**config.mk**
```make
export PLATFORM = sky130hd
export DESIGN_NAME = i2c_share_arbiter_flat
export DESIGN_NICKNAME = d
export VERILOG_FILES = /design/src/rtl/i2c_share_arbiter_if.sv /design/src/rtl/i2c_share_arbiter.sv /design/src/flat_wrapper.sv
export SDC_FILE = /design/constraint.sdc
export NUM_CORES = 1
export LEC_CHECK = 0
export ABC_AREA = 1
export CORE_MARGIN = 3
export CORE_UTILIZATION = 52
export DETAILED_ROUTE_END_ITERATION = 8
export GPL_ROUTABILITY_DRIVEN = 0
export GPL_TIMING_DRIVEN = 0
export HOLD_SLACK_MARGIN = 0.1
export PLACE_DENSITY = 0.85
export SLEW_MARGIN = 20
export SYNTH_ARGS = -nofsm -noshare
export SYNTH_HDL_FRONTEND = slang
export SYNTH_SLANG_ARGS = --single-unit
```
**constraint.sdc**
```tcl
create_clock -name clk_i -period 2.05 [get_ports clk_i]
set_clock_uncertainty 0.05 [all_clocks]
set_input_delay 0.205 -clock clk_i [delete_from_list [all_inputs] [get_ports clk_i]]
set_output_delay 0.205 -clock clk_i [all_outputs]
set_load 0.005 [all_outputs]
```
**src/rtl/i2c_share_arbiter_if.sv**
```systemverilog
// Requester-side and core-side signal bundle for the I2C share arbiter.
// The slave modport is the arbiter's view; master is the view of whatever
// surrounds it (requester FSMs and the I2C master core).
interface i2c_share_arbiter_if;
  logic [1:0]  req_write_i;
  logic [1:0]  req_read_i;
  logic [15:0] req_slave_addr_i;
  logic [15:0] req_command_byte_i;
  logic [15:0] req_din_i;
  logic [15:0] req_num_bytes_i;
  logic [1:0]  req_busy_o;
  logic [1:0]  req_done_o;
  logic [1:0]  req_err_o;
  logic [15:0] req_rd_data_o;
  logic        core_busy_i;
  logic        core_rxak_i;
  logic        core_arb_lost_i;
  logic        core_data_out_valid_i;
  logic [7:0]  core_data_out_i;
  logic        core_write_o;
  logic        core_read_o;
  logic [7:0]  core_slave_addr_o;
  logic [7:0]  core_command_byte_o;
  logic [7:0]  core_din_o;
  logic [7:0]  core_num_bytes_o;

  modport slave (
    input  req_write_i, req_read_i, req_slave_addr_i, req_command_byte_i,
           req_din_i, req_num_bytes_i,
           core_busy_i, core_rxak_i, core_arb_lost_i, core_data_out_valid_i,
           core_data_out_i,
    output req_busy_o, req_done_o, req_err_o, req_rd_data_o,
           core_write_o, core_read_o, core_slave_addr_o, core_command_byte_o,
           core_din_o, core_num_bytes_o
  );

  modport master (
    output req_write_i, req_read_i, req_slave_addr_i, req_command_byte_i,
           req_din_i, req_num_bytes_i,
           core_busy_i, core_rxak_i, core_arb_lost_i, core_data_out_valid_i,
           core_data_out_i,
    input  req_busy_o, req_done_o, req_err_o, req_rd_data_o,
           core_write_o, core_read_o, core_slave_addr_o, core_command_byte_o,
           core_din_o, core_num_bytes_o
  );
endinterface

```
**src/rtl/i2c_share_arbiter.sv**
```systemverilog
// Round-robin arbiter sharing one I2C master core between two requester FSMs.
// Each requester gets a one-deep pending slot; the winner's fields are
// registered onto the core, and done/error/read data go back to that owner only.
module i2c_share_arbiter #(
  parameter int START_TIMEOUT = 16,
  parameter int TO_W          = 5
) (
  input logic            clk_i,
  input logic            reset_i,
  i2c_share_arbiter_if.slave bus
);

  typedef enum logic [2:0] {IDLE, ISSUE, WAIT_START, WAIT_END, DONE} state_t;

  state_t            r_state;
  state_t            w_stateNext;

  logic [1:0]        r_pend;
  logic [1:0]        r_pendWr;
  logic [1:0][7:0]   r_addr;
  logic [1:0][7:0]   r_cmd;
  logic [1:0][7:0]   r_din;
  logic [1:0][7:0]   r_nb;

  logic              r_owner;
  logic              r_ownWr;
  logic              r_ptr;
  logic              r_flag;
  logic [TO_W-1:0]   r_cnt;
  logic [1:0]        r_err;
  logic [1:0][7:0]   r_rdData;
  logic [7:0]        r_coreAddr;
  logic [7:0]        r_coreCmd;
  logic [7:0]        r_coreDin;
  logic [7:0]        r_coreNb;

  logic [1:0]        w_strobe;
  logic              w_grant;
  logic [TO_W-1:0]   w_cntNext;
  logic              w_timeout;
  logic              w_doneErr;
  logic              w_coreWrite;
  logic              w_coreRead;
  logic [1:0]        w_done;
  logic [1:0]        w_errOut;

  assign w_strobe  = bus.req_write_i | bus.req_read_i;
  assign w_grant   = (r_pend == 2'b11) ? r_ptr : r_pend[1];
  assign w_cntNext = r_cnt + 1'b1;
  assign w_timeout = (w_cntNext == TO_W'(START_TIMEOUT));
  // rxak high on a read is the master's own final NACK, so only writes treat it as an error
  assign w_doneErr = r_flag | bus.core_arb_lost_i | (r_ownWr & bus.core_rxak_i);

  // State register
  always_ff @(posedge clk_i) begin
    if (reset_i) r_state <= IDLE;
    else         r_state <= w_stateNext;
  end

  // Next-state logic and the outputs that are decoded from the current state
  always_comb begin
    w_stateNext = r_state;
    w_coreWrite = 1'b0;
    w_coreRead  = 1'b0;
    w_done      = 2'b00;
    w_errOut    = r_err;
    case (r_state)
      IDLE: begin
        if ((r_pend != 2'b00) && !bus.core_busy_i) w_stateNext = ISSUE;
      end
      ISSUE: begin
        w_coreWrite = r_ownWr;
        w_coreRead  = ~r_ownWr;
        w_stateNext = WAIT_START;
      end
      WAIT_START: begin
        if (bus.core_busy_i)  w_stateNext = WAIT_END;
        else if (w_timeout)   w_stateNext = DONE;
      end
      WAIT_END: begin
        if (!bus.core_busy_i) w_stateNext = DONE;
      end
      DONE: begin
        w_done[r_owner]   = 1'b1;
        w_errOut[r_owner] = w_doneErr;
        w_stateNext       = IDLE;
      end
      default: w_stateNext = IDLE;
    endcase
  end

  // Pending slots: capture a strobe only when the slot is free, free it in DONE
  always_ff @(posedge clk_i) begin
    if (reset_i) begin
      r_pend   <= '0;
      r_pendWr <= '0;
      r_addr   <= '0;
      r_cmd    <= '0;
      r_din    <= '0;
      r_nb     <= '0;
    end else begin
      if (r_state == DONE) r_pend[r_owner] <= 1'b0;
      for (int i = 0; i < 2; i++) begin
        if (w_strobe[i] && !r_pend[i]) begin
          r_pend[i]   <= 1'b1;
          r_pendWr[i] <= bus.req_write_i[i];
          r_addr[i]   <= bus.req_slave_addr_i[8*i +: 8];
          r_cmd[i]    <= bus.req_command_byte_i[8*i +: 8];
          r_din[i]    <= bus.req_din_i[8*i +: 8];
          r_nb[i]     <= bus.req_num_bytes_i[8*i +: 8];
        end
      end
    end
  end

  // Grant: pick the owner, register its fields onto the core, rotate pointer in DONE
  always_ff @(posedge clk_i) begin
    if (reset_i) begin
      r_owner    <= 1'b0;
      r_ownWr    <= 1'b0;
      r_ptr      <= 1'b0;
      r_coreAddr <= '0;
      r_coreCmd  <= '0;
      r_coreDin  <= '0;
      r_coreNb   <= '0;
    end else if (r_state == IDLE && w_stateNext == ISSUE) begin
      r_owner    <= w_grant;
      r_ownWr    <= r_pendWr[w_grant];
      r_coreAddr <= r_addr[w_grant];
      r_coreCmd  <= r_cmd[w_grant];
      r_coreDin  <= r_din[w_grant];
      r_coreNb   <= r_nb[w_grant];
    end else if (r_state == DONE) begin
      r_ptr <= ~r_owner;
    end
  end

  // Start timeout counter and sticky error flag for the transaction in flight
  always_ff @(posedge clk_i) begin
    if (reset_i) begin
      r_cnt  <= '0;
      r_flag <= 1'b0;
    end else begin
      case (r_state)
        ISSUE: begin
          r_cnt  <= '0;
          r_flag <= 1'b0;
        end
        WAIT_START: begin
          r_cnt <= w_cntNext;
          if (!bus.core_busy_i && w_timeout) r_flag <= 1'b1;
        end
        WAIT_END: begin
          if (bus.core_arb_lost_i) r_flag <= 1'b1;
        end
        default: ;
      endcase
    end
  end

  // Per-requester status: read byte captured during the transfer, error held between dones
  always_ff @(posedge clk_i) begin
    if (reset_i) begin
      r_err    <= '0;
      r_rdData <= '0;
    end else begin
      if (r_state == WAIT_END && !r_ownWr && bus.core_data_out_valid_i)
        r_rdData[r_owner] <= bus.core_data_out_i;
      if (r_state == DONE)
        r_err[r_owner] <= w_doneErr;
    end
  end

  assign bus.req_busy_o          = r_pend;
  assign bus.req_done_o          = w_done;
  assign bus.req_err_o           = w_errOut;
  assign bus.req_rd_data_o       = r_rdData;
  assign bus.core_write_o        = w_coreWrite;
  assign bus.core_read_o         = w_coreRead;
  assign bus.core_slave_addr_o   = r_coreAddr;
  assign bus.core_command_byte_o = r_coreCmd;
  assign bus.core_din_o          = r_coreDin;
  assign bus.core_num_bytes_o    = r_coreNb;

endmodule

```
**src/flat_wrapper.sv**
```systemverilog
// flat-port wrapper written by rule: the top's interface ports become plain ports
module i2c_share_arbiter_flat 
#(
  parameter int START_TIMEOUT = 16,
  parameter int TO_W          = 5
)
  (clk_i, reset_i, bus_req_write_i, bus_req_read_i, bus_req_slave_addr_i, bus_req_command_byte_i, bus_req_din_i, bus_req_num_bytes_i, bus_core_busy_i, bus_core_rxak_i, bus_core_arb_lost_i, bus_core_data_out_valid_i, bus_core_data_out_i, bus_req_busy_o, bus_req_done_o, bus_req_err_o, bus_req_rd_data_o, bus_core_write_o, bus_core_read_o, bus_core_slave_addr_o, bus_core_command_byte_o, bus_core_din_o, bus_core_num_bytes_o);
  i2c_share_arbiter_if bus_i ();
  input logic clk_i;
  input logic reset_i;
  input wire logic [$bits(bus_i.req_write_i)-1:0] bus_req_write_i;
  input wire logic [$bits(bus_i.req_read_i)-1:0] bus_req_read_i;
  input wire logic [$bits(bus_i.req_slave_addr_i)-1:0] bus_req_slave_addr_i;
  input wire logic [$bits(bus_i.req_command_byte_i)-1:0] bus_req_command_byte_i;
  input wire logic [$bits(bus_i.req_din_i)-1:0] bus_req_din_i;
  input wire logic [$bits(bus_i.req_num_bytes_i)-1:0] bus_req_num_bytes_i;
  input wire logic [$bits(bus_i.core_busy_i)-1:0] bus_core_busy_i;
  input wire logic [$bits(bus_i.core_rxak_i)-1:0] bus_core_rxak_i;
  input wire logic [$bits(bus_i.core_arb_lost_i)-1:0] bus_core_arb_lost_i;
  input wire logic [$bits(bus_i.core_data_out_valid_i)-1:0] bus_core_data_out_valid_i;
  input wire logic [$bits(bus_i.core_data_out_i)-1:0] bus_core_data_out_i;
  output wire logic [$bits(bus_i.req_busy_o)-1:0] bus_req_busy_o;
  output wire logic [$bits(bus_i.req_done_o)-1:0] bus_req_done_o;
  output wire logic [$bits(bus_i.req_err_o)-1:0] bus_req_err_o;
  output wire logic [$bits(bus_i.req_rd_data_o)-1:0] bus_req_rd_data_o;
  output wire logic [$bits(bus_i.core_write_o)-1:0] bus_core_write_o;
  output wire logic [$bits(bus_i.core_read_o)-1:0] bus_core_read_o;
  output wire logic [$bits(bus_i.core_slave_addr_o)-1:0] bus_core_slave_addr_o;
  output wire logic [$bits(bus_i.core_command_byte_o)-1:0] bus_core_command_byte_o;
  output wire logic [$bits(bus_i.core_din_o)-1:0] bus_core_din_o;
  output wire logic [$bits(bus_i.core_num_bytes_o)-1:0] bus_core_num_bytes_o;
  assign bus_i.req_write_i = bus_req_write_i;
  assign bus_i.req_read_i = bus_req_read_i;
  assign bus_i.req_slave_addr_i = bus_req_slave_addr_i;
  assign bus_i.req_command_byte_i = bus_req_command_byte_i;
  assign bus_i.req_din_i = bus_req_din_i;
  assign bus_i.req_num_bytes_i = bus_req_num_bytes_i;
  assign bus_i.core_busy_i = bus_core_busy_i;
  assign bus_i.core_rxak_i = bus_core_rxak_i;
  assign bus_i.core_arb_lost_i = bus_core_arb_lost_i;
  assign bus_i.core_data_out_valid_i = bus_core_data_out_valid_i;
  assign bus_i.core_data_out_i = bus_core_data_out_i;
  assign bus_req_busy_o = bus_i.req_busy_o;
  assign bus_req_done_o = bus_i.req_done_o;
  assign bus_req_err_o = bus_i.req_err_o;
  assign bus_req_rd_data_o = bus_i.req_rd_data_o;
  assign bus_core_write_o = bus_i.core_write_o;
  assign bus_core_read_o = bus_i.core_read_o;
  assign bus_core_slave_addr_o = bus_i.core_slave_addr_o;
  assign bus_core_command_byte_o = bus_i.core_command_byte_o;
  assign bus_core_din_o = bus_i.core_din_o;
  assign bus_core_num_bytes_o = bus_i.core_num_bytes_o;
  i2c_share_arbiter #(.START_TIMEOUT(START_TIMEOUT), .TO_W(TO_W)) u_core (.clk_i(clk_i), .reset_i(reset_i), .bus(bus_i));
endmodule
```
==> reports/summary.txt, run 1 <==
Status - finished, final reports clean
Largest net degree at the start of global routing - 17
Grt met1 use - 0.355
Port Buf Inserts - 136
TritonCTS clock tree - done
Final hold vios - 0
Root buffer cell - clkbuf_8
Overall power - 6.96 mW
Crit path launch type - flop
Worst path max stage delay - 0.52 ns
Setup_tns - 0 ns
Cell Count, Final, Fillers Out - 987
DR iter-0 viols - 399
Critical path buffers and inverters - 2
Peak supply drop - 639 µV
Reg clk slew, reported paths - 0.06 ns
IO Pins - 138
Grt ovf - 0
Dpl cells - 946
Gate count after technology mapping - 681
Synthesis-to-layout area growth - 44.4%
Initial antenna violation count - 0
Static leakage - 2.90 nW
Worst R2R Path Depth - 8
Cell Chain, Critical Path - inv_2 > nor2_4 > nand2_2 > nor2_1 > clkdlybuf4s50_1
Worst R2R End - u_core.bus.core_slave_addr_o[0]
Vias in the first global route - 5,281
Max Cap Violations - 0
Drt pass-1 iters - 5
Synth cell types - 25
Min Tclk post-route - 2.03 ns
Fin. max-slew vios - 0
Most frequent cells in the layout - nor2_1 (146), clkdlybuf4s50_1 (131), dfxtp_1 (128)
Worst reg2reg startpoint - u_core.r_state[0]
Data arrival, critical path - 1.78 ns
Clock buffer depth - 2
Worst skew pair latency - 0.52 ns
Met3 GRT Util - 0.0649
Sink Count - 130
Site Rows - 35
Num CTS Buffers - 17
Yosys warnings - 0
Launch point of the worst hold path - bus_req_num_bytes_i[9]
Worst Hold Path Cells - 3
Worst relative slew slack - 0.548
Detailed Place HPWL - 10,700 µm
DR DRC count - 0
Slew of the pin with the lowest slew margin - 0.678 ns
Cell Area, Synth - 5080 µm²
Net Count, Synth - 764
Worst R2R Setup Slack - 0.27 ns
WS Path Type - flop to output port
Number of synthesized register bits - 130
Power Dens Cells - 948 nW/µm²
Layout cells sized above 1 - 0.105
Global Route Usage Sum - 0.292
Core box area - 9370 µm²
Cell family with most CP delay - buffers and inverters
Detailed Route WL - 16,100 µm
Crit Path Max Fanout - 4
Avg Vias per Cell - 5.46
Initial core utilization - 0.542
Worst Setup End Kind - output port
Die Area - 11,000 µm²
Die Height - 105 µm
Setup Viol. Count Final - 0
GRT met2 Usage - 0.503
Die W - 105 µm
Sequential element share of the synthesized area - 0.512
Hold/Removal Path Class - primary input to flop
Routed WL per cell - 16.3 µm
# diodes - 0
Worst Hold Endpoint - u_core.r_nb[9]
Final net count - 928
Worst Path Required - 1.79 ns
GRT Max-Usage Layer - met2
H-tree depth - 4
Period utilization - 0.992
First-pass GRT wire length - 25,800 µm
Commonest non-fill, non-tap cell in the layout - nor2_1
Mean Syn Cell Area - 7.46 µm²
ANT nets after route - 0
CP max stage cell - clkdlybuf4s50_1
Routed via count - 5,389
FMAX - 0.492 GHz
==> power breakdown <==
| group | internal [mW] | leakage, nW | total, mW | switching, mW |
|---|---|---|---|---|
| sequential | 2.73 | 1.07 | 2.84 | 0.117 |
| combinational | 0.463 | 1.55 | 1.05 | 0.585 |
| clock | 1.92 | 0.281 | 3.06 | 1.14 |
==> layout make-up <==
| type | count | area (µm²) |
|---|---|---|
| inverters | 61 | 229 |
| flip-flops and latches | 130 | 2610 |
| plain buffers | 41 | 179 |
| repair buffers | 145 | 1450 |
| clock inverters | 11 | 155 |
| multi-input cells | 449 | 2110 |
| clock buffers | 21 | 449 |
| fillers | 659 | 2030 |
| well taps | 129 | 161 |
==> tightest hold or removal path, stage by stage <==
cell,delay (ns)
clkdlybuf4s50_1,0.40
o21ai_1,0.12
nor2_1,0.04
==> repair_timing <==
item | 4_1_cts | 5_1_grt
resized for setup | 14 | 10
pin swaps | 4 | 2
buffers inserted | 6 | 2
setup endpoints to repair | 6 | 4
endpoints found under the hold margin | 5 | 0
hold buffers | 1 | 0
==> stage by stage <==
stage | utilization | hold WS, ns | area (µm²) | setup slack [ns]
3_3_place_gp | 0.705 | 0.387 | 6610 | 0.108
2_1_floorplan | - | 0.303 | 5080 | 0.715
3_5_place_dp | 0.705 | 0.387 | 6610 | 0.0777
4_1_cts | 0.780 | 0.232 | 7310 | -0.0298
5_1_grt | 0.783 | 0.265 | 7340 | -0.0218
6_report | 0.783 | 0.232 | 7340 | 0.0159
==> flip-flops by register name (all words and copies together) (netlist names) <==
register	cells
u_core.r_cnt	5
u_core.r_owner	1
u_core.bus.core_din_o	8
u_core.r_pendWr	2
u_core.r_addr	16
u_core.r_cmd	16
u_core.r_din	16
u_core.bus.core_slave_addr_o	8
u_core.r_state	3
u_core.r_ptr	1
u_core.r_flag	1
u_core.bus.core_num_bytes_o	8
u_core.r_ownWr	1
u_core.bus.req_rd_data_o	16
u_core.r_nb	16
u_core.bus.req_busy_o	2
u_core.r_err	2
u_core.bus.core_command_byte_o	8
==> cell usage after synthesis, drive strengths merged <==
| library cell | n | area (µm²) |
|---|---|---|
| a211oi | 14 | 140 |
| or2 | 2 | 12.5 |
| nor3 | 2 | 15.0 |
| o21ai | 100 | 508 |
| ha | 1 | 12.5 |
| clkbuf | 21 | 78.8 |
| nand4 | 2 | 12.5 |
| nand2 | 84 | 318 |
| a21oi | 85 | 425 |
| buf | 20 | 100 |
| inv | 61 | 229 |
| dfxtp | 130 | 2600 |
| nand3 | 7 | 45.0 |
| nor2 | 151 | 572 |
| o211ai | 1 | 12.5 |
==> per-layer routing <==
layer  share of wire  wire [µm]  vias to the layer above
met1            0.39       6350                     2510
met5               0          0                        -
met4           0.031        503                        0
met3           0.081       1310                       50
li1                -          -                     2531
met2            0.49       7940                      298
==> logic make-up (layout without fill, tap and decap cells) <==
group	Yosys count	in the layout	share of synthesized area
and+or+nand+nor	248	248	0.192
buffers and inverters	102	279	0.0802
AOI/OAI and AO/OA	200	200	0.214
DFF	130	130	0.512
adders and majority gates	1	1	0.00246
==> how the worst max path moves through the flow <==
stage	startpoint	to	cells after the start	slack, ns
6_report	u_core.r_state[0]	bus_core_read_o	5	0.02
5_1_grt	u_core.r_state[0]	bus_core_read_o	5	-0.02
4_1_cts	u_core.r_state[0]	bus_core_write_o	5	-0.03
3_5_place_dp	bus_req_write_i[0]	u_core.r_cmd[7]	5	0.08
3_3_place_gp	bus_req_write_i[1]	u_core.r_din[14]	6	0.11
2_1_floorplan	u_core.r_state[0]	bus_req_err_o[1]	6	0.71
Note: power is estimated with default switching activity, not from simulation.
==> run 2: changes to the inputs <==
HOLD_SLACK_MARGIN = 0.12   (was 0.1)
SLEW_MARGIN = not set   (was 20)
==> results of run 2 <==
Same layout as run 1: the final DEF is identical, and so are final timing and power.
